`config.mk`:
```
export PLATFORM = sky130hd
export DESIGN_NAME = mem_port_arbiter
export DESIGN_NICKNAME = d
export VERILOG_FILES = /design/src/rtl/rv32i_pkg.sv /design/src/rtl/mem_arb_timer.sv /design/src/rtl/mem_port_arbiter.sv
export SDC_FILE = /design/constraint.sdc
export NUM_CORES = 1
export LEC_CHECK = 0
export CORE_MARGIN = 4
export CORE_UTILIZATION = 30
export CTS_CLUSTER_DIAMETER = 120
export DETAILED_ROUTE_END_ITERATION = 12
export SKIP_CTS_REPAIR_TIMING = 1
export SLEW_MARGIN = 0
export SYNTH_ARGS = -nofsm -noshare
export SYNTH_HDL_FRONTEND = slang
export SYNTH_SLANG_ARGS = --single-unit
```
`constraint.sdc`:
```
create_clock -name clk -period 3.85 [get_ports clk]
set_input_delay 0.385 -clock clk [delete_from_list [all_inputs] [get_ports clk]]
set_output_delay 0.385 -clock clk [all_outputs]
set_load 0.02 [all_outputs]
```
`src/rtl/rv32i_pkg.sv`:
```
// rv32i_pkg: shared types and default widths for the memory port arbiter
package rv32i_pkg;
  typedef enum logic [1:0] {IDLE, ACCESS, DONE} arb_state_t;
  typedef enum logic {OWN_IF, OWN_DM} arb_owner_t;
  localparam int AW_DEFAULT = 32;
  localparam int DW_DEFAULT = 32;
endpackage

```
`src/rtl/mem_arb_timer.sv`:
```
// mem_arb_timer: saturating access timer with clear and enable, expires on the last allowed cycle
module mem_arb_timer #(
  parameter int TIMEOUT_CYCLES = 255
) (
  input  logic clk,
  input  logic reset,
  input  logic clr,
  input  logic en,
  output logic expire
);
  localparam int TW = TIMEOUT_CYCLES > 0 ? $clog2(TIMEOUT_CYCLES + 1) : 1;
  localparam logic [TW-1:0] TMAX = TW'(TIMEOUT_CYCLES);
  localparam logic [TW-1:0] TLAST = TW'(TIMEOUT_CYCLES > 0 ? TIMEOUT_CYCLES - 1 : 0);
  logic [TW-1:0] tcnt;
  always_ff @(posedge clk or negedge reset)
    if (!reset) tcnt <= '0;
    else if (clr) tcnt <= '0;
    else if (en && tcnt != TMAX) tcnt <= tcnt + 1'b1;
  assign expire = TIMEOUT_CYCLES != 0 && tcnt == TLAST;
endmodule

```
`src/rtl/mem_port_arbiter.sv`:
```
// mem_port_arbiter: serialises fetch and data accesses onto one req/ack bus with data priority and timeout
module mem_port_arbiter import rv32i_pkg::*; #(
  parameter int AW = AW_DEFAULT,
  parameter int DW = DW_DEFAULT,
  parameter int TIMEOUT_CYCLES = 255,
  parameter int MAX_DATA_BURST = 4
) (
  input  logic          clk,
  input  logic          reset,
  input  logic          if_req,
  input  logic [AW-1:0] if_addr,
  output logic [DW-1:0] if_rdata,
  output logic          if_done,
  output logic          if_err,
  input  logic          dm_req,
  input  logic          dm_we,
  input  logic [DW/8-1:0] dm_be,
  input  logic [AW-1:0] dm_addr,
  input  logic [DW-1:0] dm_wdata,
  output logic [DW-1:0] dm_rdata,
  output logic          dm_done,
  output logic          dm_err,
  output logic          bus_req,
  output logic          bus_we,
  output logic [DW/8-1:0] bus_be,
  output logic [AW-1:0] bus_addr,
  output logic [DW-1:0] bus_wdata,
  input  logic [DW-1:0] bus_rdata,
  input  logic          bus_ack,
  output logic          busy
);
  localparam int SW = $clog2(MAX_DATA_BURST + 1);
  localparam logic [SW-1:0] SMAX = SW'(MAX_DATA_BURST);
  arb_state_t state_q, state_d;
  arb_owner_t owner;
  logic [SW-1:0] streak;
  logic err_q, expire, grant_if, start, finish;
  always_comb begin
    grant_if = if_req && (!dm_req || streak == SMAX);
    start = state_q == IDLE && (if_req || dm_req);
    finish = state_q == ACCESS && (bus_ack || expire);
    state_d = start ? ACCESS : finish ? DONE : state_q == DONE ? IDLE : state_q;
  end
  mem_arb_timer #(.TIMEOUT_CYCLES(TIMEOUT_CYCLES)) u_timer (
    .clk(clk), .reset(reset), .clr(state_q != ACCESS),
    .en(state_q == ACCESS && !bus_ack), .expire(expire)
  );
  always_ff @(posedge clk or negedge reset)
    if (!reset) state_q <= IDLE;
    else state_q <= state_d;
  always_ff @(posedge clk or negedge reset) begin
    if (!reset) begin
      owner <= OWN_IF;
      streak <= '0;
      err_q <= 1'b0;
      bus_we <= 1'b0;
      bus_be <= '0;
      bus_addr <= '0;
      bus_wdata <= '0;
      if_rdata <= '0;
      dm_rdata <= '0;
    end else begin
      if (start) begin
        owner <= grant_if ? OWN_IF : OWN_DM;
        streak <= (grant_if || !if_req) ? '0 : streak + SW'(streak != SMAX);
        bus_we <= grant_if ? 1'b0 : dm_we;
        bus_be <= grant_if ? '1 : dm_be;
        bus_addr <= grant_if ? if_addr : dm_addr;
        bus_wdata <= grant_if ? bus_wdata : dm_wdata;
      end
      // ack beats a same-cycle timeout; acked stores keep the previous load data
      if (finish) begin
        err_q <= !bus_ack;
        if (owner == OWN_IF) if_rdata <= bus_ack ? bus_rdata : '0;
        else if (!bus_we || !bus_ack) dm_rdata <= bus_ack ? bus_rdata : '0;
      end
    end
  end
  assign bus_req = state_q == ACCESS;
  assign busy = state_q != IDLE;
  assign if_done = state_q == DONE && owner == OWN_IF;
  assign dm_done = state_q == DONE && owner == OWN_DM;
  assign if_err = if_done && err_q;
  assign dm_err = dm_done && err_q;
endmodule

```
[After elaboration in Yosys (flattened, before gate mapping)]
Index checks and enable logic that the tools add are counted.
Word-level totals
  register bits: 148
  output and inout port bits: 139
  input bits: 138
Cells by class
  equal/unequal tests: 7
  bitwise logic cells: 2
  add/sub/neg operators: 2
  muxes and demuxes: 11
  reductions and logical operators: 25
Operator list (number)
  2-to-1 mux 32 bit: 2
  2-to-1 mux 8 bit: 2
  logical AND 1 bit: 9
  adder 8 x 1 -> 8 bit, second input constant: 1
  == test 8 bit, second input constant: 1
  inequality test 8 bit, second input constant: 1
  2-to-1 mux 2 bit: 3
  logical OR 1 bit: 5
  logical NOT 1 bit: 4
  2-to-1 mux 4 bit: 1
  AND reduction 2 bit: 2
  nonzero test 2 bit: 2
  adder 3 x 1 -> 3 bit: 1
  == test 3 bit, second input constant: 1
  2-to-1 mux 3 bit: 1
  inequality test 3 bit, second input constant: 1
  AND reduction 3 bit: 1
  nonzero test 3 bit: 1
  == test 2 x 1 -> 1 bit, second input constant: 1
  == test 2 bit, second input constant: 1
  logical NOT 2 bit: 1
  2-to-1 mux 1 bit: 2
  inequality test 2 x 1 -> 1 bit, second input constant: 1
  inverter 1 bit: 2

[Logic depth before layout (Yosys ltp)]
  word-level depth: 5
  depth in mapped cells: 6
  depth with buffers taken out: 6

[Cells and area by module]
From an unflattened synthesis, not the netlist that was laid out.
Unflattened totals
  cells, all modules: 543
  area total of the unflattened synthesis: 6686.4 µm²
Modules (own cells, without submodules)
  mem_port_arbiter: area each 6178.4 µm², instances 1, cells an instance 491
  mem_arb_timer: area each 508.0 µm², instances 1, cells an instance 52

[Worst setup path before layout]
OpenSTA, ideal clock, no wires.
  path type: register to register
  start: register streak[0]
  end: register streak[2]
  clock period less this slack: 1.618 ns
  arrival time: 1.497 ns
  setup slack: 2.232 ns
  stages on the path, launching flop included: 7
  library setup time: 0.121 ns
  cell sequence: dfrtp_1 or3b_1 ha_1 ha_1 nor4b_1 a31oi_1 o2bb2ai_1
Between the ends
  cells in the longest elaborated chain, start to end: 5
  elaborated cells between the ends (all ways): 7
RTL lines
  start, declared: RTL line mem_port_arbiter.sv:36  | logic [SW-1:0] streak;
  start signal, assigned: RTL line mem_port_arbiter.sv:65  | streak <= (grant_if || !if_req) ? '0 : streak + SW'(streak != SMAX);
  parallel branches: the longest is 4 deep, another holds adder 3 x 1 -> 3 bit
  2-to-1 mux 3 bit *: RTL line mem_port_arbiter.sv:65
Mark *: on every way between the ends.
A chain may end at the register's enable or synchronous reset.

[Worst setup path after layout]
  start: register state_q[1]
  end: output port bus_req
Between the ends
  cells in the longest elaborated chain, start to end: 1
RTL lines
  start, declared: RTL line mem_port_arbiter.sv:34  | arb_state_t state_q, state_d;
  start signal, assigned: RTL line mem_port_arbiter.sv:50  | else state_q <= state_d;
  == test 2 x 1 -> 1 bit: RTL line mem_port_arbiter.sv:79  | assign bus_req = state_q == ACCESS;
  end, declared: RTL line mem_port_arbiter.sv:23  | output logic bus_req,
Every way passes these cells.

==> summary.txt <==
Status
  • Outcome: complete, no violations

Timing
  • Final setup vio count: 0
  • Relative slew slack: 0.408
  • Slew @ Worst Pin: 0.887 ns
  • Fin. Hold Viols: 0
  • Achievable Freq: 387 MHz
  • RSZ-0062 raised after global routing: false
  • Tcrit/Tclk final: 0.671
  • Max-slew violations: 0
  • Setup TNS: 0 ns
  • Setup ws final: 1.27 ns
  • Tmin final: 2.58 ns
  • Clock Skew: 0.0101 ns

Floorplan
  • # IOs: 277
  • Number of core rows: 56
  • Core ar.: 23400 um2
  • Initial core utilization: 0.304
  • Die height: 162 um
  • Die width: 162 um
  • Die Footprint: 26200 um2

Routing
  • Number of remaining DRC errors: 0
  • DR vias/cell: 4.95
  • 1st-iter DRT viols: 349
  • Uppermost layer routed: met4
  • Met2 wire len: 10500 um
  • First-pass DRT Iterations: 5
  • Vias after detailed routing: 6277
  • Routed wire length: 23300 um
  • Final ANT Viol Nets: 0
  • Routed met3 length: 2440 um
  • Routed length per placed instance: 18.4 um
  • M1 wire length: 9980 um

Yosys
  • Seq/Total Area, Yosys: 0.521
  • Post-synth EDFFs: 0
  • #FFs+latches synth: 148
  • Syn Nets: 827
  • Mux contribution to synthesized area: 0.100
  • Post-synthesis simple-gate area fraction: 0.145
  • Post-synthesis xor/xnor area fraction: 0
  • Main synth FF type: dfrtp_1
  • Largest family of logic cells by synthesized area: compound AO/OA/AOI/OAI gates
  • Synth unique cells: 47
  • Adder-cell share of the synthesized area: 0.00704
  • Area fraction in compound gates after synthesis: 0.147
  • Mapped Area: 7110 um2
  • Ys async rst share: 1.00
  • Gate count after technology mapping: 685
  • Syn Area/Cell: 10.4 um2
  • YS warnings: 0

Power
  • Leak: 4.75 nW
  • Cell Pwr Density: 786 nW/um2
  • VDD IR-drop max: 0.401 mV
  • Overall Power: 0.00844 W

Placement
  • Post-Place Cells: 1234
  • PortBufs: 276
  • Pre-CTS setup slack: 0.900 ns
  • Final Wtd Congestion: 0.825
  • DP HPWL: 16000 um

Global routing
  • Antenna violations before repair: 1
  • Largest net degree at the start of global routing: 92
  • Global Route Usage Sum: 0.175
  • First-pass GRT wire length: 36700 um
  • Vias in the first global route: 6333
  • Grt ovf: 0

Final layout
  • Nets: 1076
  • Final std cells w/o fill: 1267
  • Share of layout cells above drive strength 1: 0.0908
  • Commonest non-fill, non-tap cell in the layout: clkdlybuf4s50_1
  • Filler Cell Count: 2286
  • Area Overhead vs Synth: 51.0%
  • Util after Layout: 0.459
  • Commonest non-fill, non-tap cells in the layout: clkdlybuf4s50_1, dfrtp_1, inv_1, o21ai_0, nand2_1

Clock tree
  • CTS Buf Count: 17
  • H-tree Lvls: 4
  • Clock transition at the registers of the reported paths: 0.06 ns
  • TritonCTS clock tree: built
  • CTS root buffer: clkbuf_16
  • Sink Count: 148
  • Deepest clock path buffer count: 2
  • Skew-Pair Late Insertion Delay: 0.42 ns

Worst setup path
  • Worst r2r src: streak[1]$_DFFE_PN0N_
  • Worst Setup End Kind: output pin
  • Reg-to-reg slack, setup: 1.53 ns
  • Crit path required time: 3.46 ns
  • Worst Setup SP: state_q[1]$_DFFE_PN0P_
  • Setup CP Type: reg -> out
  • Crit start category: flop
  • Critical path arrival: 2.20 ns
  • Max Fanout on Critical Path: 10

Hold path
  • Hold WC Path Type: in -> async

Run
  • Max-Cap Viols: 0
report_power, final:
part | internal, W | switching [W]
Combinational | 0.00199 | 0.00212
Sequential | 0.00219 | 0.000451
Clock | 0.000984 | 0.000707
Total | 0.00516 | 0.00327
through the flow:
step                      instance area (um2)  hold slack (ns)
after floorplan                          7110           0.0894
after global placement                  10100            0.488
after detailed placement                10100            0.492
after CTS                               10700           0.0738
after global routing                    10700            0.105
final                                   10700           0.0467
sequential cells by signal, indices dropped and copies added (netlist names):
| name | flops |
|---|---|
| u_timer.tcnt | 8 |
| owner | 1 |
| bus_addr | 32 |
| bus_wdata | 32 |
| dm_rdata | 32 |
| state_q | 2 |
| streak | 3 |
| err_q | 1 |
| bus_be | 4 |
| bus_we | 1 |
| if_rdata | 32 |
logic make-up (layout without fill, tap and decap cells):
group	Yosys count	after routing
buffers and inverters	137	399
other	0	1
DFF	148	148
adders and majority gates	4	4
and+or+nand+nor	171	171
AOI/OAI and AO/OA	158	158
muxes	67	67
final cells by class:
class                      count  area [um2]  share of cell area
sequential                   148        3700               0.345
timing repair buffer         290        2880               0.269
multi-input combinational    400        2860               0.267
clock buffer                  19         443              0.0413
tap                          319         399              0.0372
inverter                      77         289              0.0269
clock inverter                13         150              0.0140
antenna                        1        2.50            0.000233
metal layers:
metal  vias up  global-route usage
met2       265               0.265
met5         -                   0
met4         0              0.0550
li1       2966                   -
met3        24              0.0713
met1      3022               0.232
critical path, cell delays in order (launching register included):
cell	delay (ns)
dfrtp_1	0.56
nand2b_1	0.29
clkinv_1	0.31
clkdlybuf4s50_1	0.63
synth_stat cells (all sizes together) (2+ instances only):
library cell | count | area share
dfrtp | 148 | 0.52
inv | 76 | 0.040
o21ai | 67 | 0.047
nand2 | 40 | 0.021
mux2i | 35 | 0.049
nand4 | 35 | 0.031
clkbuf | 34 | 0.018
nand3 | 34 | 0.025
a22oi | 32 | 0.034
and3b | 32 | 0.039
mux2 | 32 | 0.051
o221ai | 32 | 0.039
buf | 26 | 0.021
a31oi | 8 | 0.0070
a21oi | 6 | 0.0042
nor3 | 5 | 0.0035
a211oi | 4 | 0.0042
ha | 4 | 0.0070
nand2b | 4 | 0.0035
nor2 | 4 | 0.0025
a22o | 2 | 0.0025
and4 | 2 | 0.0025
nand3b | 2 | 0.0021
or2 | 2 | 0.0018
or3b | 2 | 0.0025
path summary, 6_finish.rpt:
kind,to,cells after the start
max,bus_req,3
min,if_rdata[21]$_DFFE_PN0P_,1
max reg2reg,bus_wdata[1]$_DFFE_PN0P_,4
min reg2reg,bus_wdata[18]$_DFFE_PN0P_,1
max in group asynchronous,dm_rdata[8]$_DFFE_PN0P_,2
min in group clk,bus_wdata[18]$_DFFE_PN0P_,1
No activity file was read; power rests on OpenSTA's default activity.
